`config.mk`:
```
export PLATFORM = sky130hd
export DESIGN_NAME = led_breather_multi
export DESIGN_NICKNAME = d
export VERILOG_FILES = /design/src/rtl/led_breather_multi.sv
export SDC_FILE = /design/constraint.sdc
export NUM_CORES = 1
export LEC_CHECK = 0
export ABC_AREA = 1
export BUFFER_PORTS_ARGS = -buffer_cell sky130_fd_sc_hd__buf_2
export CAP_MARGIN = 25
export CORE_MARGIN = 2
export CORE_UTILIZATION = 65
export CTS_BUF_LIST = sky130_fd_sc_hd__clkbuf_4
export DETAILED_ROUTE_END_ITERATION = 16
export PLACE_DENSITY_LB_ADDON = 0.05
export SETUP_SLACK_MARGIN = 0.05
export SYNTH_ARGS = -nofsm -noshare
export SYNTH_HDL_FRONTEND = slang
export SYNTH_SLANG_ARGS = --single-unit
```
`constraint.sdc`:
```
create_clock -name clk -period 6.9 [get_ports clk]
set_input_delay 1.38 -clock clk [delete_from_list [all_inputs] [get_ports clk]]
set_output_delay 1.38 -clock clk [all_outputs]
set_load 0.02 [all_outputs]
```
`src/rtl/led_breather_multi.sv`:
```
// Multi-channel breathing LED driver: a shared prescaled phase, per-channel offset and
// triangle fold, optional quadratic gamma, and frame-synchronous PWM with mode select.
module led_breather_multi #(
  parameter int unsigned CHANNELS  = 4,
  parameter int unsigned PWM_WIDTH = 8,
  parameter int unsigned PRESCALE  = 300000,
  parameter int unsigned INVERT    = 1,
  parameter int unsigned GAMMA     = 1
) (
  input  logic                    clk,
  input  logic                    reset,
  input  logic                    enable,
  input  logic [2*CHANNELS-1:0]   mode,
  output logic                    tick,
  output logic [CHANNELS-1:0]     pwm_out
);

  localparam int unsigned W       = PWM_WIDTH;
  localparam int unsigned PW      = W + 1;
  localparam int unsigned PRODW   = 2 * W + 1;
  localparam int unsigned PSW     = (PRESCALE > 1) ? $clog2(PRESCALE) : 1;
  localparam int unsigned PH_STEP = (2 ** PW) / CHANNELS;

  localparam logic [W-1:0]   DUTY_MAX   = {W{1'b1}};
  localparam logic [PSW-1:0] PRESC_LAST = PSW'(PRESCALE - 1);
  localparam logic           INV_BIT    = 1'(INVERT);

  localparam logic [1:0] MODE_OFF     = 2'b00;
  localparam logic [1:0] MODE_ON      = 2'b01;
  localparam logic [1:0] MODE_BREATHE = 2'b10;
  localparam logic [1:0] MODE_BLINK   = 2'b11;

  logic [PSW-1:0]      presc;
  logic [PW-1:0]       phase;
  logic [W-1:0]        pwm_cnt;
  logic [W-1:0]        duty   [CHANNELS];

  logic [PW-1:0]       ph     [CHANNELS];
  logic [W-1:0]        level  [CHANNELS];
  logic [PRODW-1:0]    prod   [CHANNELS];
  logic [W-1:0]        g_lvl  [CHANNELS];
  logic [W-1:0]        target [CHANNELS];
  logic [CHANNELS-1:0] raw;
  logic                frame_end;
  logic                unused_prod;

  // Prescaler: wraps at PRESCALE-1 and emits a registered one-cycle tick.
  always_ff @(posedge clk) begin
    if (reset) begin
      presc <= '0;
      tick  <= 1'b0;
    end else if (enable) begin
      if (presc == PRESC_LAST) begin
        presc <= '0;
        tick  <= 1'b1;
      end else begin
        presc <= presc + PSW'(1);
        tick  <= 1'b0;
      end
    end else begin
      tick <= 1'b0;
    end
  end

  // Shared animation phase, one step per tick.
  always_ff @(posedge clk) begin
    if (reset) begin
      phase <= '0;
    end else if (tick) begin
      phase <= phase + PW'(1);
    end
  end

  // Free-running PWM counter; runs even while the animation is frozen.
  always_ff @(posedge clk) begin
    if (reset) begin
      pwm_cnt <= '0;
    end else begin
      pwm_cnt <= pwm_cnt + W'(1);
    end
  end

  assign frame_end = (pwm_cnt == DUTY_MAX);

  // Per-channel offset, fold, gamma, mode select and PWM compare.
  always_comb begin
    unused_prod = 1'b0;
    raw         = '0;
    for (int i = 0; i < CHANNELS; i++) begin
      ph[i]     = phase + PW'(i * PH_STEP);
      level[i]  = ph[i][W] ? ~ph[i][W-1:0] : ph[i][W-1:0];
      prod[i]   = PRODW'(level[i]) * PRODW'({1'b0, level[i]} + PW'(1));
      // level*(level+1) < 2^(2W), so the top bit and the shifted-out bits are dropped.
      g_lvl[i]  = prod[i][2*W-1:W];
      unused_prod = unused_prod ^ prod[i][2*W] ^ (^prod[i][W-1:0]);

      target[i] = '0;
      case (mode[2*i +: 2])
        MODE_OFF:     target[i] = '0;
        MODE_ON:      target[i] = DUTY_MAX;
        MODE_BREATHE: target[i] = (GAMMA != 0) ? g_lvl[i] : level[i];
        MODE_BLINK:   target[i] = ph[i][W] ? DUTY_MAX : '0;
        default:      target[i] = '0;
      endcase

      raw[i] = (duty[i] == DUTY_MAX) ? 1'b1 : (pwm_cnt < duty[i]);
    end
  end

  // Duty registers only change at the frame boundary, so a frame is never cut short.
  always_ff @(posedge clk) begin
    if (reset) begin
      for (int i = 0; i < CHANNELS; i++) begin
        duty[i] <= '0;
      end
    end else if (frame_end) begin
      for (int i = 0; i < CHANNELS; i++) begin
        duty[i] <= target[i];
      end
    end
  end

  always_ff @(posedge clk) begin
    if (reset) begin
      pwm_out <= {CHANNELS{INV_BIT}};
    end else begin
      pwm_out <= raw ^ {CHANNELS{INV_BIT}};
    end
  end

endmodule

```
Word level (Yosys, flattened, before mapping)
Memory sizes are Yosys's and may differ from the RTL's.
Index checks and enable logic that the tools add are counted.
{"block": "word_totals", "wordCells": 84, "mem_count": 1, "out_inout_bits": 5, "ff_bits": 41, "mem_bits_rw": 32, "inputBits": 11}
{"memory": "duty", "depth": 4, "width": 8, "rd": 4, "rd_ports_with_merged_regs": 0, "wr": 4, "line": "36", "text": "logic [W-1:0] duty [CHANNELS];"}
{"block": "op_classes", "muxes": 27, "reduce_logical": 5, "n_lt_le_gt_ge": 4, "add_sub_neg": 10, "bitwise_logic": 10, "n_mul": 4, "eq_ne": 18}
{"operator": "$pmux W8 S4", "n": 4}
{"operator": "$mux W8", "n": 12}
{"operator": "$mul A8 B9 Y16", "n": 4}
{"operator": "$eq A8 B8 Y1 const B", "n": 5}
{"operator": "$add A8 B1 Y9 const B", "n": 4}
{"operator": "$lt A8 B8 Y1", "n": 4}
{"operator": "$not A8 Y8", "n": 4}
{"operator": "$add A19 B1 Y19 const B", "n": 1}
{"operator": "$eq A19 B19 Y1 const B", "n": 1}
{"operator": "$mux W19", "n": 1}
{"operator": "$add A9 B9 Y9 const B", "n": 2}
{"operator": "$eq A2 B2 Y1 const B", "n": 8}
{"operator": "$mux W1", "n": 10}
{"operator": "$add A9 B1 Y9 const B", "n": 1}
{"operator": "$add A9 B8 Y9 const B", "n": 1}
{"operator": "$add A8 B1 Y8 const B", "n": 1}
{"operator": "$eq A2 B1 Y1 const B", "n": 4}
{"operator": "$logic_not A2 Y1", "n": 4}
{"operator": "$not A4 Y4", "n": 1}
{"operator": "$or A1 B1 Y1", "n": 4}
{"operator": "$reduce_or A2 Y1", "n": 1}
{"operator": "$not A1 Y1", "n": 1}

Depth between registers and ports, before layout
{"block": "logic_depth", "depth_word": 7, "depth_mapped": 31, "ltp_nobuf": 29}

Worst setup path after synthesis
Ideal clock, no wire load.
{"block": "synth_timing", "path_type": "reg2reg", "from": "reg phase[8]", "to": "mem duty[2][7] (netlist name) (data pin)", "n_path_buf": 3, "setup_ns": 0.271, "arrival_ns": 5.502, "t_required_ns": 6.629, "stages_incl_launch_ff": 27, "slack_ns": 1.127, "period_less_slack_ns": 5.773, "path_cell_list": "dfxtp_1 buf_4 nand2_1 nand2_1 clkbuf_1 clkbuf_1 ha_1 inv_1 nor3_2 nand3_1 ha_1 nor2_1 fa_1 fa_1 fa_1 inv_1 fa_1 inv_1 ha_1 a21oi_1 o21ai_0 nand3_1 nand2_1 a21oi_1 nand2_1 nand3_1 a21oi_1"}
{"element": "start, declared", "line": "34", "text": "logic [PW-1:0] phase;"}
{"element": "start signal, assigned", "line": "70", "text": "phase <= phase + PW'(1);"}
{"element": "end, declared", "line": "36"}

==> impl_metrics.csv <==
group,metric,value,unit
sta,fin_tns_setup,0,ns
global_route,grt_busiest_layer,"met2",
sta,hold_slack,0.4883,ns
global_route,grt_pass1_wl,51.70,mm
route,num_vias,11030,
cts,cts_buffers,9,
worst_setup_path,cp.required,7.08,ns
power_and_ir_drop,leakagePower,0.007578,uW
power_and_ir_drop,p_int,596.2,uW
worst_setup_path,worst-r2r-cell-count,25,
synth,synth_flop_cell,"dfxtp_1",
sta,setup_viol,0,
worst_setup_path,ff2ff_setup_slack,0.64,ns
synth,ys_warn_count,0,
synth,syn-cell-area,13200,um^2
worst_setup_path,startpoint,"phase[8]$_SDFFE_PP0P_",
cts,clk_pin_slew,0.15,ns
power_and_ir_drop,p_sw,225.3,uW
layout,finalNetCount,2103,
synth,synth_edf_count,32,
place,dp_hpwl,24.78,mm
worst_setup_path,rr_startpoint,"phase[8]$_SDFFE_PP0P_",
sta,fin_crit,6.256,ns
global_route,grt_overflow,0,
sta,slew_viol_final,0,
route,wire_per_inst,14.76,um
global_route,antenna_found_initial,1,
floorplan,core_area,20100,um^2
synth,async_flop_share,0,
global_route,met1_usage,0.4090,
cts,insertion_delay,0.45,ns
layout,area_delta_synth_final,3.762,%
sta,hold_viol,0,
global_route,track_usage,0.2960,
synth,syn_area_per_cell,7.584,um^2
cts,clkSinkCount,73,
power_and_ir_drop,swShare,0.2742,
floorplan,dieArea,21470,um^2
global_route,use_met3,0.06844,
worst_hold_path,min_from,"pwm_cnt[0]$_SDFF_PP0_",
route,viasPerCell,5.455,
global_route,grt_pass1_vias,11130,
job,max_cap_viol_count,0,
layout,fillers,1684,
sta,slew_headroom,0.4070,
worst_setup_path,r2r_end,"duty[2][7]$_SDFFCE_PN0P_",
place,io_buffers,15,
sta,worstMarginPinSlew,0.8894,ns
cts,cts_resized,0,
power_and_ir_drop,p_per_area,59.96,nW/um^2
route,route.final.wire_length,29.85,mm
place,gp_congestion,0.9348,
worst_setup_path,worstPathMaxFanout,29,
route,drtPass1Iterations,5,
global_route,grt_max_degree,33,
cts,htreeDepth,3,
floorplan,ios,16,
global_route,grt_util_met2,0.4783,
sta,worst_clock_skew,0.02639,ns
power_and_ir_drop,seqPwrFrac,0.582,
layout,final_cell_area,13700,um^2
floorplan,dieHeight,146.5,um
cts,cts_setup_buffers,0,
layout,layout-drive-gt1-share,0.05711,
synth,ys_types,47,
route,initialDrtViolationCount,607,
power_and_ir_drop,max-vdd-ir-drop,0.09236,mV
power_and_ir_drop,power_frac_clock,0.351,
cts,cts-root-buf,"clkbuf_4",
status,status,"finished, final reports clean",
sta,post-route-period-util,0.9067,
place,placed_area,13560,um^2
cts,holdBufCountCts,0,
worst_setup_path,crit_arrival,6.43,ns
synth,synth_seq_cells,73,
worst_setup_path,critPathKind,"flip-flop to flip-flop",
floorplan,start_util,0.6568,
sta,rsz0062_at_grt,"no",
worst_hold_path,hold_class,"flip-flop to flip-flop",
power_and_ir_drop,pwr-share-comb,0.067,
worst_setup_path,endpoint_kind,"flip-flop",
synth,seq_area_frac_synth,0.1349,
synth,netlist_instances,1741,
floorplan,std_cell_rows,52,
route,ant_nets,0,
worst_setup_path,startpoint_type,"flip-flop",
floorplan,die_w,146.5,um
worst_hold_path,hold_depth,1,
sta,fmax,159.8,MHz
route,route.detailed.drc,0,
cts,cts_tree,"yes",
worst_hold_path,whs_endpoint,"pwm_cnt[0]$_SDFF_PP0_",
cts,clockBufferDepth,2,
==> cell type report <==
class / instances / area [um^2] / share of cell area
multi-input cells: 1266 / 9883 / 0.7214
flip-flops and latches: 73 / 1782 / 0.1300
inverters: 368 / 1381 / 0.1008
well taps: 270 / 337.8 / 0.02466
repair buffers: 28 / 172.7 / 0.01260
clock inverters: 7 / 73.82 / 0.005388
clock buffers: 9 / 67.56 / 0.004932
diodes: 1 / 2.502 / 0.0001826
==> routing by layer <==
metal	wire, um	share of wire
met5	0	0
met4	511	0.017
met3	2241	0.075
met2	13500	0.45
met1	13600	0.46
==> per-stage QoR <==
step / instances / worst slack [ns] / util / total power, uW
global placement: 2005 / 0.7494 / 0.6743 / 539.7
global route: 2022 / 0.2305 / 0.6815 / 860.1
floorplan: 1742 / 1.127 / - / 518.1
detailed placement: 2005 / 0.7098 / 0.6743 / 542.2
CTS: 2021 / 0.6711 / 0.6814 / 826.7
finish: 2022 / 0.6440 / 0.6815 / 821.5
==> registers in the layout (all words and copies together) (netlist names) <==
register / cells
pwm_cnt: 8
pwm_out: 4
duty: 32
phase: 9
tick: 1
presc: 19
==> logic make-up (layout without fill, tap and decap cells) <==
| logic type | after synthesis | count (layout) | share of synthesized area |
|---|---|---|---|
| AO/OA/AOI/OAI | 184 | 184 | 0.07704 |
| XOR/XNOR | 26 | 26 | 0.01725 |
| adder cells (fa/ha/maj) | 346 | 346 | 0.4188 |
| buffers and inverters | 403 | 412 | 0.1171 |
| flip-flops | 73 | 73 | 0.1349 |
| other | 1 | 3 | 0.0002840 |
| AND/OR/NAND/NOR | 708 | 708 | 0.2345 |
==> cells in the mapped netlist (2+ instances only) <==
master	count	area, um^2
o22ai_1	3	18.77
buf_2	6	30.03
o21ai_0	41	205.2
o21bai_1	9	67.56
buf_4	3	22.52
clkbuf_1	22	82.58
o21a_1	3	22.52
or2_2	17	106.4
xor2_1	15	131.4
nor4_1	5	31.28
nand3_1	85	425.4
nor3_2	3	30.03
nand4_1	23	143.9
o211ai_1	5	37.54
fa_1	160	3203
ha_1	186	2327
and3_1	2	12.51
nor3_1	14	70.07
inv_1	360	1351
a31oi_1	2	12.51
nand2_1	272	1021
buf_6	2	22.52
clkinv_1	2	7.510
a21boi_0	7	52.55
xnor2_1	11	96.34
edfxtp_1	32	960.9
a21o_1	8	60.06
nand2_4	3	33.78
dfxtp_1	41	820.8
nand2_2	18	112.6
nand3_2	4	40.04
nand3b_1	9	67.56
a211oi_1	3	22.52
o21ai_1	4	20.02
a21oi_1	98	490.5
inv_2	6	22.52
buf_1	2	7.510
nor2_1	246	923.4
==> worst max-delay path, cell delays in order, from the launching register on <==
cell and delay [ns]:
dfxtp_1 0.37, buf_4 0.33, nand2_1 0.16, nand2_1 0.11, buf_4 0.24, ha_1 0.18
inv_1 0.05, nor3_2 0.30, nand3_1 0.14, ha_1 0.46, nor2_1 0.12, fa_1 0.57
fa_1 0.45, fa_1 0.55, inv_1 0.06, fa_1 0.53, inv_1 0.04, ha_1 0.35
a21oi_1 0.31, o21ai_0 0.14, nand3_1 0.09, nand2_1 0.06, a21oi_1 0.13, nand2_1 0.07
nand3_1 0.08, a21oi_1 0.07
==> cell usage in the layout (no fill, tap or decap), types with 2 or more instances in the layout <==
| master | n |
|---|---|
| inv_6 | 2 |
| or2_2 | 17 |
| fa_1 | 160 |
| nand2_1 | 272 |
| and3_1 | 2 |
| nand3b_1 | 9 |
| xnor2_1 | 11 |
| inv_1 | 360 |
| buf_2 | 15 |
| nand2_2 | 18 |
| a21boi_0 | 7 |
| xor2_1 | 15 |
| nor2_1 | 246 |
| o21bai_1 | 9 |
| o21ai_1 | 4 |
| ha_1 | 186 |
| nand4_1 | 23 |
| o211ai_1 | 5 |
| nand3_2 | 4 |
| nand3_1 | 85 |
| nor3_2 | 3 |
| clkbuf_4 | 9 |
| dfxtp_1 | 41 |
| clkinv_1 | 2 |
| o21ai_0 | 40 |
| nand2_4 | 3 |
| buf_4 | 13 |
| nor4_1 | 5 |
| a21o_1 | 8 |
| a21oi_1 | 98 |
| o22ai_1 | 3 |
| inv_4 | 2 |
| a211oi_1 | 3 |
| conb_1 | 2 |
| nor3_1 | 14 |
| edfxtp_1 | 32 |
| o21a_1 | 3 |
| a31oi_1 | 2 |
| inv_2 | 6 |
==> power groups by stage <==
stage | registers (uW) | logic [uW] | clock network (uW)
CTS | 477 | 55.1 | 294
global placement | 487 | 53.0 | 0
finish | 478 | 55.0 | 288
floorplan | 482 | 36.2 | 0
detailed placement | 487 | 55.0 | 0
global route | 480 | 63.6 | 317
==> worst max path at each step <==
stage	cells past startpoint	slack [ns]	end
3_3_place_gp	25	0.75	duty[2][7]$_SDFFCE_PN0P_
6_report	25	0.64	duty[2][7]$_SDFFCE_PN0P_
4_1_cts	25	0.67	duty[2][7]$_SDFFCE_PN0P_
2_1_floorplan	26	1.13	duty[2][7]$_SDFFCE_PN0P_
5_1_grt	25	0.23	duty[2][7]$_SDFFCE_PN0P_
3_5_place_dp	25	0.71	duty[2][7]$_SDFFCE_PN0P_
(Power assumes the default switching activity.)
